### src/rtl/decode_check_if.sv
// Lane taps between the decoder and decode_check_monitor: the raw instruction
// per lane plus the decoded scoreboard fields returned LATENCY cycles later.
interface decode_check_if #(
    parameter int NUM_LANES = 2,
    parameter int REG_W     = 6,
    parameter int OP_W      = 7,
    parameter int FU_W      = 4
);
    logic [NUM_LANES-1:0]       valid_i;
    logic [NUM_LANES*32-1:0]    instr_i;
    logic [NUM_LANES*REG_W-1:0] rs1_i;
    logic [NUM_LANES*REG_W-1:0] rs2_i;
    logic [NUM_LANES*REG_W-1:0] rd_i;
    logic [NUM_LANES*OP_W-1:0]  op_i;
    logic [NUM_LANES*FU_W-1:0]  fu_i;

    modport master (
        output valid_i, instr_i, rs1_i, rs2_i, rd_i, op_i, fu_i
    );

    modport slave (
        input valid_i, instr_i, rs1_i, rs2_i, rd_i, op_i, fu_i
    );
endinterface

### src/rtl/decode_check_monitor.sv
// decode_check_monitor: re-decodes each lane's instruction, delays the expected
// entry by the decoder latency and compares it against the decoder's output.
// Counts compared and failing lanes (saturating) and captures the first failure.
// Optional: define DECODE_CHK_SVA_EN to bind per-lane SVA checks (no effect on outputs).
// op encodings: ADD 0 SUB 1 SLL 2 SLTS 3 SLTU 4 XORL 5 SRL 6 SRA 7 ORL 8 ANDL 9
//   MUL 10 MULH 11 MULHSU 12 MULHU 13 DIV 14 DIVU 15 REM 16 REMU 17
//   ADDW 18 SLLW 19 SRLW 20 SRAW 21 LB 22 LH 23 LW 24 LD 25 LBU 26 LHU 27 LWU 28
//   SB 29 SH 30 SW 31 SD 32;  fu encodings: LOAD 1 STORE 2 ALU 3 MULT 5.

`ifdef DECODE_CHK_SVA_EN
// Property checks kept apart from the monitor datapath.
module decode_check_sva #(
    parameter int NUM_LANES = 2
) (
    input logic                 clk,
    input logic                 reset,
    input logic [NUM_LANES-1:0] valid,
    input logic [NUM_LANES-1:0] cmp,
    input logic [NUM_LANES-1:0] fail
);
    for (genvar l = 0; l < NUM_LANES; l++) begin : g_lane
        a_no_mismatch: assert property (@(posedge clk) disable iff (reset) cmp[l] |-> !fail[l]);
    end
    a_reset_quiet: assume property (@(posedge clk) reset |-> (valid == '0));
endmodule
`endif

module decode_check_monitor #(
    parameter int NUM_LANES = 2,
    parameter int LATENCY   = 1,
    parameter int REG_W     = 6,
    parameter int OP_W      = 7,
    parameter int FU_W      = 4,
    parameter int CNT_W     = 16
) (
    input  logic             clk,
    input  logic             reset,
    decode_check_if.slave    dec,
    input  logic             flush_i,
    input  logic             clear_i,
    output logic [CNT_W-1:0] check_cnt_o,
    output logic [CNT_W-1:0] mismatch_cnt_o,
    output logic             error_o,
    output logic [1:0]       fail_lane_o,
    output logic [31:0]      fail_instr_o,
    output logic [4:0]       fail_mask_o
);
    localparam logic [OP_W-1:0] OP_ADD  = OP_W'(7'd0);
    localparam logic [OP_W-1:0] OP_SUB  = OP_W'(7'd1);
    localparam logic [OP_W-1:0] OP_SLL  = OP_W'(7'd2);
    localparam logic [OP_W-1:0] OP_SLTS = OP_W'(7'd3);
    localparam logic [OP_W-1:0] OP_SLTU = OP_W'(7'd4);
    localparam logic [OP_W-1:0] OP_XORL = OP_W'(7'd5);
    localparam logic [OP_W-1:0] OP_SRL  = OP_W'(7'd6);
    localparam logic [OP_W-1:0] OP_SRA  = OP_W'(7'd7);
    localparam logic [OP_W-1:0] OP_ORL  = OP_W'(7'd8);
    localparam logic [OP_W-1:0] OP_ANDL = OP_W'(7'd9);
    localparam logic [OP_W-1:0] OP_MUL  = OP_W'(7'd10);
    localparam logic [OP_W-1:0] OP_ADDW = OP_W'(7'd18);
    localparam logic [OP_W-1:0] OP_SLLW = OP_W'(7'd19);
    localparam logic [OP_W-1:0] OP_SRLW = OP_W'(7'd20);
    localparam logic [OP_W-1:0] OP_SRAW = OP_W'(7'd21);
    localparam logic [OP_W-1:0] OP_LB   = OP_W'(7'd22);
    localparam logic [OP_W-1:0] OP_SB   = OP_W'(7'd29);

    localparam logic [FU_W-1:0] FU_LOAD  = FU_W'(4'd1);
    localparam logic [FU_W-1:0] FU_STORE = FU_W'(4'd2);
    localparam logic [FU_W-1:0] FU_ALU   = FU_W'(4'd3);
    localparam logic [FU_W-1:0] FU_MULT  = FU_W'(4'd5);

    // en: per-field compare enable, bit 0 rs1, 1 rs2, 2 rd, 3 op, 4 fu
    typedef struct packed {
        logic            vld;
        logic            chk;
        logic [4:0]      en;
        logic [31:0]     instr;
        logic [REG_W-1:0] rs1;
        logic [REG_W-1:0] rs2;
        logic [REG_W-1:0] rd;
        logic [OP_W-1:0] op;
        logic [FU_W-1:0] fu;
    } ent_t;

    // Expected decode of one instruction; chk stays 0 for anything not modelled.
    function automatic ent_t decode_f(input logic [31:0] ins);
        ent_t       e;
        logic [2:0] f3;
        logic [6:0] f7;
        e       = '0;
        f3      = ins[14:12];
        f7      = ins[31:25];
        e.instr = ins;
        e.rs1   = REG_W'(ins[19:15]);
        e.rs2   = REG_W'(ins[24:20]);
        e.rd    = REG_W'(ins[11:7]);
        case (ins[6:0])
            7'b0110011: begin
                e.chk = 1'b1;
                e.en  = 5'b11111;
                e.fu  = (f7 == 7'h01) ? FU_MULT : FU_ALU;
                case ({f7, f3})
                    {7'h00, 3'd0}: e.op = OP_ADD;
                    {7'h20, 3'd0}: e.op = OP_SUB;
                    {7'h00, 3'd1}: e.op = OP_SLL;
                    {7'h00, 3'd2}: e.op = OP_SLTS;
                    {7'h00, 3'd3}: e.op = OP_SLTU;
                    {7'h00, 3'd4}: e.op = OP_XORL;
                    {7'h00, 3'd5}: e.op = OP_SRL;
                    {7'h20, 3'd5}: e.op = OP_SRA;
                    {7'h00, 3'd6}: e.op = OP_ORL;
                    {7'h00, 3'd7}: e.op = OP_ANDL;
                    {7'h01, 3'd0}, {7'h01, 3'd1}, {7'h01, 3'd2}, {7'h01, 3'd3},
                    {7'h01, 3'd4}, {7'h01, 3'd5}, {7'h01, 3'd6}, {7'h01, 3'd7}:
                        e.op = OP_MUL + OP_W'(f3);
                    default: e.chk = 1'b0;
                endcase
            end
            7'b0011011: begin
                e.chk = 1'b1;
                e.en  = 5'b11101;
                e.fu  = FU_ALU;
                case (f3)
                    3'd0:    e.op = OP_ADDW;
                    3'd1:    e.op = OP_SLLW;
                    3'd5:    e.op = ins[30] ? OP_SRAW : OP_SRLW;
                    default: e.chk = 1'b0;
                endcase
            end
            7'b0000011: begin
                e.en  = 5'b11101;
                e.fu  = FU_LOAD;
                e.chk = (f3 != 3'd7);
                e.op  = OP_LB + OP_W'(f3);
            end
            7'b0100011: begin
                e.en  = 5'b11011;
                e.fu  = FU_STORE;
                e.chk = ~f3[2];
                e.op  = OP_SB + OP_W'(f3[1:0]);
            end
            default: e.chk = 1'b0;
        endcase
        return e;
    endfunction

    // Saturating add of up to four lane hits.
    function automatic logic [CNT_W-1:0] sat_add_f(input logic [CNT_W-1:0] a, input logic [2:0] b);
        logic [CNT_W+2:0] s;
        s = {3'b000, a} + {{CNT_W{1'b0}}, b};
        return (|s[CNT_W+2:CNT_W]) ? {CNT_W{1'b1}} : s[CNT_W-1:0];
    endfunction

    ent_t                  cur_s [NUM_LANES];
    ent_t                  dly_s [NUM_LANES];
    logic [NUM_LANES-1:0]  cmp_s;
    logic [NUM_LANES-1:0]  fail_s;
    logic [4:0]            lane_mask_s [NUM_LANES];
    logic [2:0]            cmp_sum_s;
    logic [2:0]            fail_sum_s;
    logic [1:0]            sel_lane_s;
    logic [31:0]           sel_instr_s;
    logic [4:0]            sel_mask_s;

    logic [CNT_W-1:0]      check_cnt_r;
    logic [CNT_W-1:0]      mismatch_cnt_r;
    logic                  error_r;
    logic [1:0]            fail_lane_r;
    logic [31:0]           fail_instr_r;
    logic [4:0]            fail_mask_r;

    // Expected entry for every lane in the issue cycle.
    always_comb begin
        for (int l = 0; l < NUM_LANES; l++) begin
            cur_s[l]     = decode_f(dec.instr_i[l*32 +: 32]);
            cur_s[l].vld = dec.valid_i[l];
        end
    end

    if (LATENCY == 0) begin : g_lat0
        // No pipeline: compare in the issue cycle, flush does not apply.
        always_comb dly_s = cur_s;
    end else begin : g_pipe
        ent_t pipe_r [NUM_LANES][LATENCY];

        // Shift expected entries; reset and flush kill every stage including the incoming one.
        always_ff @(posedge clk) begin
            for (int l = 0; l < NUM_LANES; l++) begin
                pipe_r[l][0] <= cur_s[l];
                for (int s = 1; s < LATENCY; s++) begin
                    pipe_r[l][s] <= pipe_r[l][s-1];
                end
                if (reset || flush_i) begin
                    for (int s = 0; s < LATENCY; s++) begin
                        pipe_r[l][s].vld <= 1'b0;
                    end
                end
            end
        end

        // Oldest stage lines up with the decoder output.
        always_comb begin
            for (int l = 0; l < NUM_LANES; l++) begin
                dly_s[l] = pipe_r[l][LATENCY-1];
            end
        end
    end

    // Per-lane field compare and reduction to counts and the lowest failing lane.
    always_comb begin
        cmp_sum_s   = 3'd0;
        fail_sum_s  = 3'd0;
        sel_lane_s  = 2'd0;
        sel_instr_s = 32'd0;
        sel_mask_s  = 5'd0;
        for (int l = 0; l < NUM_LANES; l++) begin
            cmp_s[l] = dly_s[l].vld & dly_s[l].chk;
            lane_mask_s[l] = cmp_s[l] ? (dly_s[l].en & {
                dec.fu_i[l*FU_W +: FU_W]    != dly_s[l].fu,
                dec.op_i[l*OP_W +: OP_W]    != dly_s[l].op,
                dec.rd_i[l*REG_W +: REG_W]  != dly_s[l].rd,
                dec.rs2_i[l*REG_W +: REG_W] != dly_s[l].rs2,
                dec.rs1_i[l*REG_W +: REG_W] != dly_s[l].rs1}) : 5'b00000;
            fail_s[l]  = |lane_mask_s[l];
            cmp_sum_s  = cmp_sum_s + {2'b00, cmp_s[l]};
            fail_sum_s = fail_sum_s + {2'b00, fail_s[l]};
        end
        for (int l = NUM_LANES - 1; l >= 0; l--) begin
            sel_lane_s  = fail_s[l] ? 2'(l) : sel_lane_s;
            sel_instr_s = fail_s[l] ? dly_s[l].instr : sel_instr_s;
            sel_mask_s  = fail_s[l] ? lane_mask_s[l] : sel_mask_s;
        end
    end

    // Counters and first-failure capture; clear overrides same-cycle updates.
    always_ff @(posedge clk) begin
        if (reset || clear_i) begin
            check_cnt_r    <= {CNT_W{1'b0}};
            mismatch_cnt_r <= {CNT_W{1'b0}};
            error_r        <= 1'b0;
            fail_lane_r    <= 2'd0;
            fail_instr_r   <= 32'd0;
            fail_mask_r    <= 5'd0;
        end else begin
            check_cnt_r    <= sat_add_f(check_cnt_r, cmp_sum_s);
            mismatch_cnt_r <= sat_add_f(mismatch_cnt_r, fail_sum_s);
            if ((|fail_s) && !error_r) begin
                error_r      <= 1'b1;
                fail_lane_r  <= sel_lane_s;
                fail_instr_r <= sel_instr_s;
                fail_mask_r  <= sel_mask_s;
            end
        end
    end

    assign check_cnt_o    = check_cnt_r;
    assign mismatch_cnt_o = mismatch_cnt_r;
    assign error_o        = error_r;
    assign fail_lane_o    = fail_lane_r;
    assign fail_instr_o   = fail_instr_r;
    assign fail_mask_o    = fail_mask_r;

`ifdef DECODE_CHK_SVA_EN
    decode_check_sva #(.NUM_LANES(NUM_LANES)) u_sva (
        .clk   (clk),
        .reset (reset),
        .valid (dec.valid_i),
        .cmp   (cmp_s),
        .fail  (fail_s)
    );
`endif
endmodule

### src/flat_wrapper.sv
// flat-port wrapper written by rule: the top's interface ports become plain ports
module decode_check_monitor_flat 
#(
    parameter int NUM_LANES = 2,
    parameter int LATENCY   = 1,
    parameter int REG_W     = 6,
    parameter int OP_W      = 7,
    parameter int FU_W      = 4,
    parameter int CNT_W     = 16
)
  (clk, reset, flush_i, clear_i, check_cnt_o, mismatch_cnt_o, error_o, fail_lane_o, fail_instr_o, fail_mask_o, dec_valid_i, dec_instr_i, dec_rs1_i, dec_rs2_i, dec_rd_i, dec_op_i, dec_fu_i);
  decode_check_if #(.NUM_LANES(NUM_LANES), .REG_W(REG_W), .OP_W(OP_W), .FU_W(FU_W)) dec_i ();
  input  logic clk;
  input  logic reset;
  input  logic flush_i;
  input  logic clear_i;
  output logic [CNT_W-1:0] check_cnt_o;
  output logic [CNT_W-1:0] mismatch_cnt_o;
  output logic error_o;
  output logic [1:0] fail_lane_o;
  output logic [31:0] fail_instr_o;
  output logic [4:0] fail_mask_o;
  input wire logic [$bits(dec_i.valid_i)-1:0] dec_valid_i;
  input wire logic [$bits(dec_i.instr_i)-1:0] dec_instr_i;
  input wire logic [$bits(dec_i.rs1_i)-1:0] dec_rs1_i;
  input wire logic [$bits(dec_i.rs2_i)-1:0] dec_rs2_i;
  input wire logic [$bits(dec_i.rd_i)-1:0] dec_rd_i;
  input wire logic [$bits(dec_i.op_i)-1:0] dec_op_i;
  input wire logic [$bits(dec_i.fu_i)-1:0] dec_fu_i;
  assign dec_i.valid_i = dec_valid_i;
  assign dec_i.instr_i = dec_instr_i;
  assign dec_i.rs1_i = dec_rs1_i;
  assign dec_i.rs2_i = dec_rs2_i;
  assign dec_i.rd_i = dec_rd_i;
  assign dec_i.op_i = dec_op_i;
  assign dec_i.fu_i = dec_fu_i;
  decode_check_monitor #(.NUM_LANES(NUM_LANES), .LATENCY(LATENCY), .REG_W(REG_W), .OP_W(OP_W), .FU_W(FU_W), .CNT_W(CNT_W)) u_core (.clk(clk), .reset(reset), .dec(dec_i), .flush_i(flush_i), .clear_i(clear_i), .check_cnt_o(check_cnt_o), .mismatch_cnt_o(mismatch_cnt_o), .error_o(error_o), .fail_lane_o(fail_lane_o), .fail_instr_o(fail_instr_o), .fail_mask_o(fail_mask_o));
endmodule
### config.mk
export PLATFORM = sky130hd
export DESIGN_NAME = decode_check_monitor_flat
export DESIGN_NICKNAME = d
export VERILOG_FILES = /design/src/rtl/decode_check_if.sv /design/src/rtl/decode_check_monitor.sv /design/src/flat_wrapper.sv
export SDC_FILE = /design/constraint.sdc
export NUM_CORES = 1
export LEC_CHECK = 0
export CORE_ASPECT_RATIO = 0.8
export CORE_UTILIZATION = 65
export DETAILED_ROUTE_END_ITERATION = 10
export DONT_BUFFER_PORTS = 1
export PLACE_DENSITY = 0.89
export SLEW_MARGIN = 0
export SYNTH_ARGS = -nofsm -noshare
export SYNTH_HDL_FRONTEND = slang
export SYNTH_SLANG_ARGS = --single-unit
### constraint.sdc
create_clock -name clk -period 10.8 [get_ports clk]
set_input_delay 2.16 -clock clk [delete_from_list [all_inputs] [get_ports clk]]
set_output_delay 2.16 -clock clk [all_outputs]
set_load 0.005 [all_outputs]
After elaboration in Yosys (flattened, before gate mapping)
Memories as Yosys holds them, arrays and structs flattened.
Index checks and enable logic that the tools add are counted.
{ "classes": {"add_sub_neg": 10, "eq_ne": 60, "n_mux": 32, "bitwise": 8, "reduce_logical": 21} }
{ "op_table": {"columns": ["operator", "n"], "rows": [
  ["10-bit by 4-bit == test with 1-bit output (second input constant)", 16],
  ["7-bit one-hot mux with 10 select lines", 2],
  ["11-bit one-hot mux with 4 select lines", 2],
  ["10-bit by 3-bit == test with 1-bit output (second input constant)", 8],
  ["32-bit two-way mux", 2],
  ["7-bit one-hot mux with 3 select lines", 2],
  ["10-bit by 2-bit == test with 1-bit output (second input constant)", 4],
  ["10-bit by 9-bit == test with 1-bit output (second input constant)", 4],
  ["6-bit inequality test", 6],
  ["18-bit OR reduction", 2],
  ["16-bit by 3-bit adder with 17-bit output", 2],
  ["16-bit two-way mux", 2],
  ["5-bit one-hot mux with 3 select lines", 2],
  ["7-bit by 6-bit == test with 1-bit output (second input constant)", 4],
  ["10-bit by 1-bit == test with 1-bit output (second input constant)", 2],
  ["10-bit zero test", 2],
  ["5-bit two-way mux", 4],
  ["8-bit OR reduction", 2],
  ["7-bit by 1-bit == test with 1-bit output (second input constant)", 2],
  ["7-bit by 2-bit == test with 1-bit output (second input constant)", 2],
  ["7-bit by 5-bit == test with 1-bit output (second input constant)", 2],
  ["7-bit inequality test", 2],
  ["5-bit by 2-bit adder with 6-bit output (first input constant)", 2],
  ["5-bit by 3-bit adder with 6-bit output (first input constant)", 2],
  ["other kinds (22)", 51]
]} }
{ "word_totals": {"ff_bits": 72, "mem_bits_rw": 130, "n_memories": 1} }
{ "mem_list": {"columns": ["memory", "depth", "word_bits", "rd", "rd_clocked_by_memory_dff", "wr", "line_no", "rtl"], "rows": [
  ["u_core.g_pipe.pipe_r", 2, 65, 2, 0, 2, "decode_check_monitor.sv:183", "ent_t pipe_r [NUM_LANES][LATENCY];"]
]} }

Longest topological paths before layout
An unclocked memory read counts as a cell.
{ "logic_depth": {"word_depth": 9, "depth_mapped": 18} }

Least setup slack after synthesis
Ideal clock, no wire load.
{ "synth_timing": {"kind": "input to register", "from": "input dec_rd_i[1]", "to": "register u_core.mismatch_cnt_r[10], in the netlist u_core.mismatch_cnt_o[10]", "arrival_ps": 5533, "required_ps": 10730, "path_slack_ps": 5197, "stages": 17, "n_path_buf": 3, "cell_sequence": "xnor2_1 -> nand4_1 -> o311a_1 -> nor4_2 -> buf_6 -> buf_6 -> ha_1 -> inv_1 -> ha_1 -> inv_1 -> fa_1 -> and3b_1 -> and3_1 -> nand3_1 -> or3_1 -> clkbuf_1 -> a21oi_1"} }
{ "synth_between": {"elab_chain_cells": 8} }
{ "synth_rtl": {"columns": ["item", "line_no", "rtl"], "rows": [
  ["from (decl)", "flat_wrapper.sv:27", "input wire logic [$bits(dec_i.rd_i)-1:0] dec_rd_i;"],
  ["6-bit inequality test *", "decode_check_monitor.sv:220", "dec.rd_i[l*REG_W +: REG_W] != dly_s[l].rd,"],
  ["5-bit AND *", "decode_check_monitor.sv:217", "lane_mask_s[l] = cmp_s[l] ? (dly_s[l].en & {"],
  ["5-bit two-way mux *", "decode_check_monitor.sv:217", null],
  ["5-bit OR reduction *", "decode_check_monitor.sv:223", "fail_s[l] = |lane_mask_s[l];"],
  ["1-bit by 1-bit adder with 2-bit output *", "decode_check_monitor.sv:225", "fail_sum_s = fail_sum_s + {2'b00, fail_s[l]};"],
  ["16-bit by 3-bit adder with 17-bit output *", "decode_check_monitor.sv:149", "s = {3'b000, a} + {{CNT_W{1'b0}}, b};"],
  ["3-bit OR reduction", "decode_check_monitor.sv:150", "return (|s[CNT_W+2:CNT_W]) ? {CNT_W{1'b1}} : s[CNT_W-1:0];"],
  ["16-bit two-way mux *", "decode_check_monitor.sv:150", null],
  ["to (signal assigned)", "decode_check_monitor.sv:238", "mismatch_cnt_r <= {CNT_W{1'b0}};"],
  ["to (signal assigned)", "decode_check_monitor.sv:245", "mismatch_cnt_r <= sat_add_f(mismatch_cnt_r, fail_sum_s);"],
  ["to (decl)", "decode_check_monitor.sv:165", "logic [CNT_W-1:0] mismatch_cnt_r;"]
]} }
Every way passes the cells marked *; elsewhere a longest branch is shown, timed or not.
A chain may end at the register's enable or synchronous reset.

Worst setup path after layout
{ "layout_timing": {"from": "input dec_op_i[10]", "to": "register u_core.mismatch_cnt_r[2], in the netlist u_core.mismatch_cnt_o[2]"} }
{ "layout_between": {"elab_chain_cells": 8} }
{ "layout_rtl": {"columns": ["item", "line_no", "rtl"], "rows": [
  ["from (decl)", "flat_wrapper.sv:28", "input wire logic [$bits(dec_i.op_i)-1:0] dec_op_i;"],
  ["7-bit inequality test *", "decode_check_monitor.sv:219", "dec.op_i[l*OP_W +: OP_W] != dly_s[l].op,"],
  ["5-bit AND *", "decode_check_monitor.sv:217", null],
  ["5-bit two-way mux *", "decode_check_monitor.sv:217", null],
  ["5-bit OR reduction *", "decode_check_monitor.sv:223", null],
  ["1-bit by 1-bit adder with 2-bit output *", "decode_check_monitor.sv:225", null],
  ["16-bit by 3-bit adder with 17-bit output *", "decode_check_monitor.sv:149", null],
  ["3-bit OR reduction", "decode_check_monitor.sv:150", null],
  ["16-bit two-way mux *", "decode_check_monitor.sv:150", null]
]} }
Marked as above.

==> out/metrics.cfg <==
[clock_network]
clockBufferDepth=2
cts_htree_levels=4
cts-resized-gates=0
numClockSinks=163
cts_made_buffers=17
cts_root_buffer=clkbuf_16
cts_tree=done
hold_buffers=0
post_cts_buffers=0
path_clk_slew_ps=60
clock_latency_ps=420

[synthesis]
ys_warn_count=0
synth_top_area_share=0.467
synth_async_sr_flop_share=0
synth_edf_count=0
synth_area_leaders=dfxtp_1 (47%), a211oi_2 (5.4%), xor2_1 (5.1%)
synth_common_cells=dfxtp_1 (163), nor2_1 (72), a21oi_1 (51)
synth_area_um2=6990
synth-main-ff-cell=dfxtp_1
syn_nets=850
synthCells=701
yosysMostFrequentCell=dfxtp_1
synth.distinct_cells=56
syn_area_per_cell_um2=9.97
yosysTopAreaCell=dfxtp_1
synth_seq_area_share=0.467
ys_ff_latch=163

[pwr]
power_frac_comb=0.040
p_leak_nw=3.00
p_switching_mw=0.284
intPower_mw=0.989
powerDensity_nw_per_um2=168
power.total_mw=1.27
switching_share=0.223
seqPwrFrac=0.489
ir_drop_v=0.000124
clockPowerShare=0.471

[sta]
fmax_mhz=168
report.final.slew_viol_count=0
finalCritPeriodShare=0.550
period_needed_ps=5940
fin_skew_ps=9.87
worst_pin_slew_ps=1100
tns_ps=0
max_slew_margin=0.264
grt_setup_unrepaired=false
hold_viol_final=0
finalWorstSetupSlack_ps=4860
setup_viol=0

[hold_path]
hold_class=reg2reg
min-delay-start=u_core.fail_instr_o[6]

[die]
coreArea_um2=10400
row_count=33
fp.dieW_um=118
die_area_um2=11200
start_util=0.675
die_h_um=94.8
io_pins=200

[drt]
ant_nets=0
first_pass_iters=5
dr.first_iter.drc_count=353
vias_per_cell=6.20
vias=5212
drc=0
wire_per_inst_um=20.4
routed_wl_mm=17.1

[global_route]
grt_start_max_net_pins=72
grt-ovfl-total=0
track_usage=0.307
grt_pass1_vias=5033
antenna_found_initial=0
grt_pass1_wl_mm=26.1

[critical_path]
regToRegStartpoint=u_core.g_pipe.pipe_r[1][7]
critical_path_class=in2reg
endpoint_kind=register
cp_data_arrival_time_ps=6260
critPathLaunch=dec_op_i[10]
cp-start-kind=input pin
required_ps=11120
cp_max_fo=13

[placed_design]
post-place-cells=810
routabilityCongestion=0.854
dp_hpwl_mm=12.7
portBuffers=0
pre_cts_ws_ps=4520

[finish]
fin_nets=838
syn_to_final_growth_pct=8.65
antennaDiodeCount=0
final_cells=841
final_util=0.733
drive_above_1_share=0.110

[run_status]
status=complete, no violations

[run]
max_cap_violations=0

[final timing paths]
kind	endpoint	slack [ps]	cells after the start
worst min-delay path	u_core.fail_instr_o[6]	540	2
worst min register to register	u_core.fail_instr_o[6]	540	2
worst max register to register	u_core.mismatch_cnt_o[2]	6250	15
worst max-delay path	u_core.mismatch_cnt_o[2]	4860	15
[through the flow]
stage / hold WS [ps] / cell area (um2)
after floorplan: 479 / 6990
after global placement: 504 / 7000
after detailed placement: 522 / 7000
after CTS: 534 / 7590
after global routing: 559 / 7590
final: 536 / 7590
[critical path, stage by stage]
cell and delay, ps:
xor2_1 130, nor4_1 610, a41oi_1 290, nor4_2 490
inv_1 130, ha_1 310, inv_1 60, ha_1 160
inv_1 70, fa_1 410, and3b_1 260, and3_1 220
nand3_1 120, or3_1 580, a21oi_1 260
[area by class of cell]
class,instances,area (um2)
Tap cell,140,175
Sequential cell,163,3260
Clock buffer,19,443
Timing Repair Buffer,2,15.0
Fill cell,742,2770
Inverter,25,93.8
Multi-Input combinational cell,480,3460
Clock inverter,12,148
[cells by family (layout without fill, tap and decap cells)]
logic type,count (synthesis),count (layout),synth area share
simple gates,203,203,0.147
flops,163,163,0.467
compound gates,148,148,0.160
xor+xnor,70,70,0.0877
buf+inv,58,58,0.0413
mux,37,37,0.0566
fa+ha+maj,21,21,0.0397
other cells,1,1,0.000536
[cell usage in the layout, fill, tap and decap left out, drive strengths merged, types with 3 or more instances in the layout]
cell	count
nand3	20
a31oi	9
a211o	3
and2	6
ha	19
nor3b	5
mux2i	35
a21oi	52
nand2	24
or3	4
nand2b	4
a21o	4
xnor2	29
and3	13
clkbuf	19
a22oi	4
nor3	14
dfxtp	163
or2	6
o311a	4
inv	29
o211ai	3
nor2	72
clkinvlp	4
o22ai	5
nor4	10
xor2	41
a41oi	3
nand4	11
a211oi	39
o21ai	14
nor2b	8
[per-layer routing]
metal  GRT usage  part of all wire  up-vias
li1            -                 -     2455
met2       0.498              0.48      240
met4       0.134             0.025        0
met3       0.129             0.093       31
met1       0.360              0.40     2486
met5           0                 0        -
[sequential cells by signal (all words and copies together) (netlist names)]
name,count
u_core.error_o,1
u_core.mismatch_cnt_o,16
u_core.fail_instr_o,32
u_core.g_pipe.pipe_r,92
u_core.check_cnt_o,16
u_core.fail_lane_o,1
u_core.fail_mask_o,5
[power groups by stage]
stage	sequential (mW)	clock, mW	combinational [mW]
6_report	0.622	0.599	0.0514
5_1_grt	0.623	0.632	0.0561
4_1_cts	0.622	0.606	0.0510
3_5_place_dp	0.636	0	0.0502
3_3_place_gp	0.635	0	0.0486
2_1_floorplan	0.634	0	0.0436
Note: power is estimated with default switching activity, not from simulation.
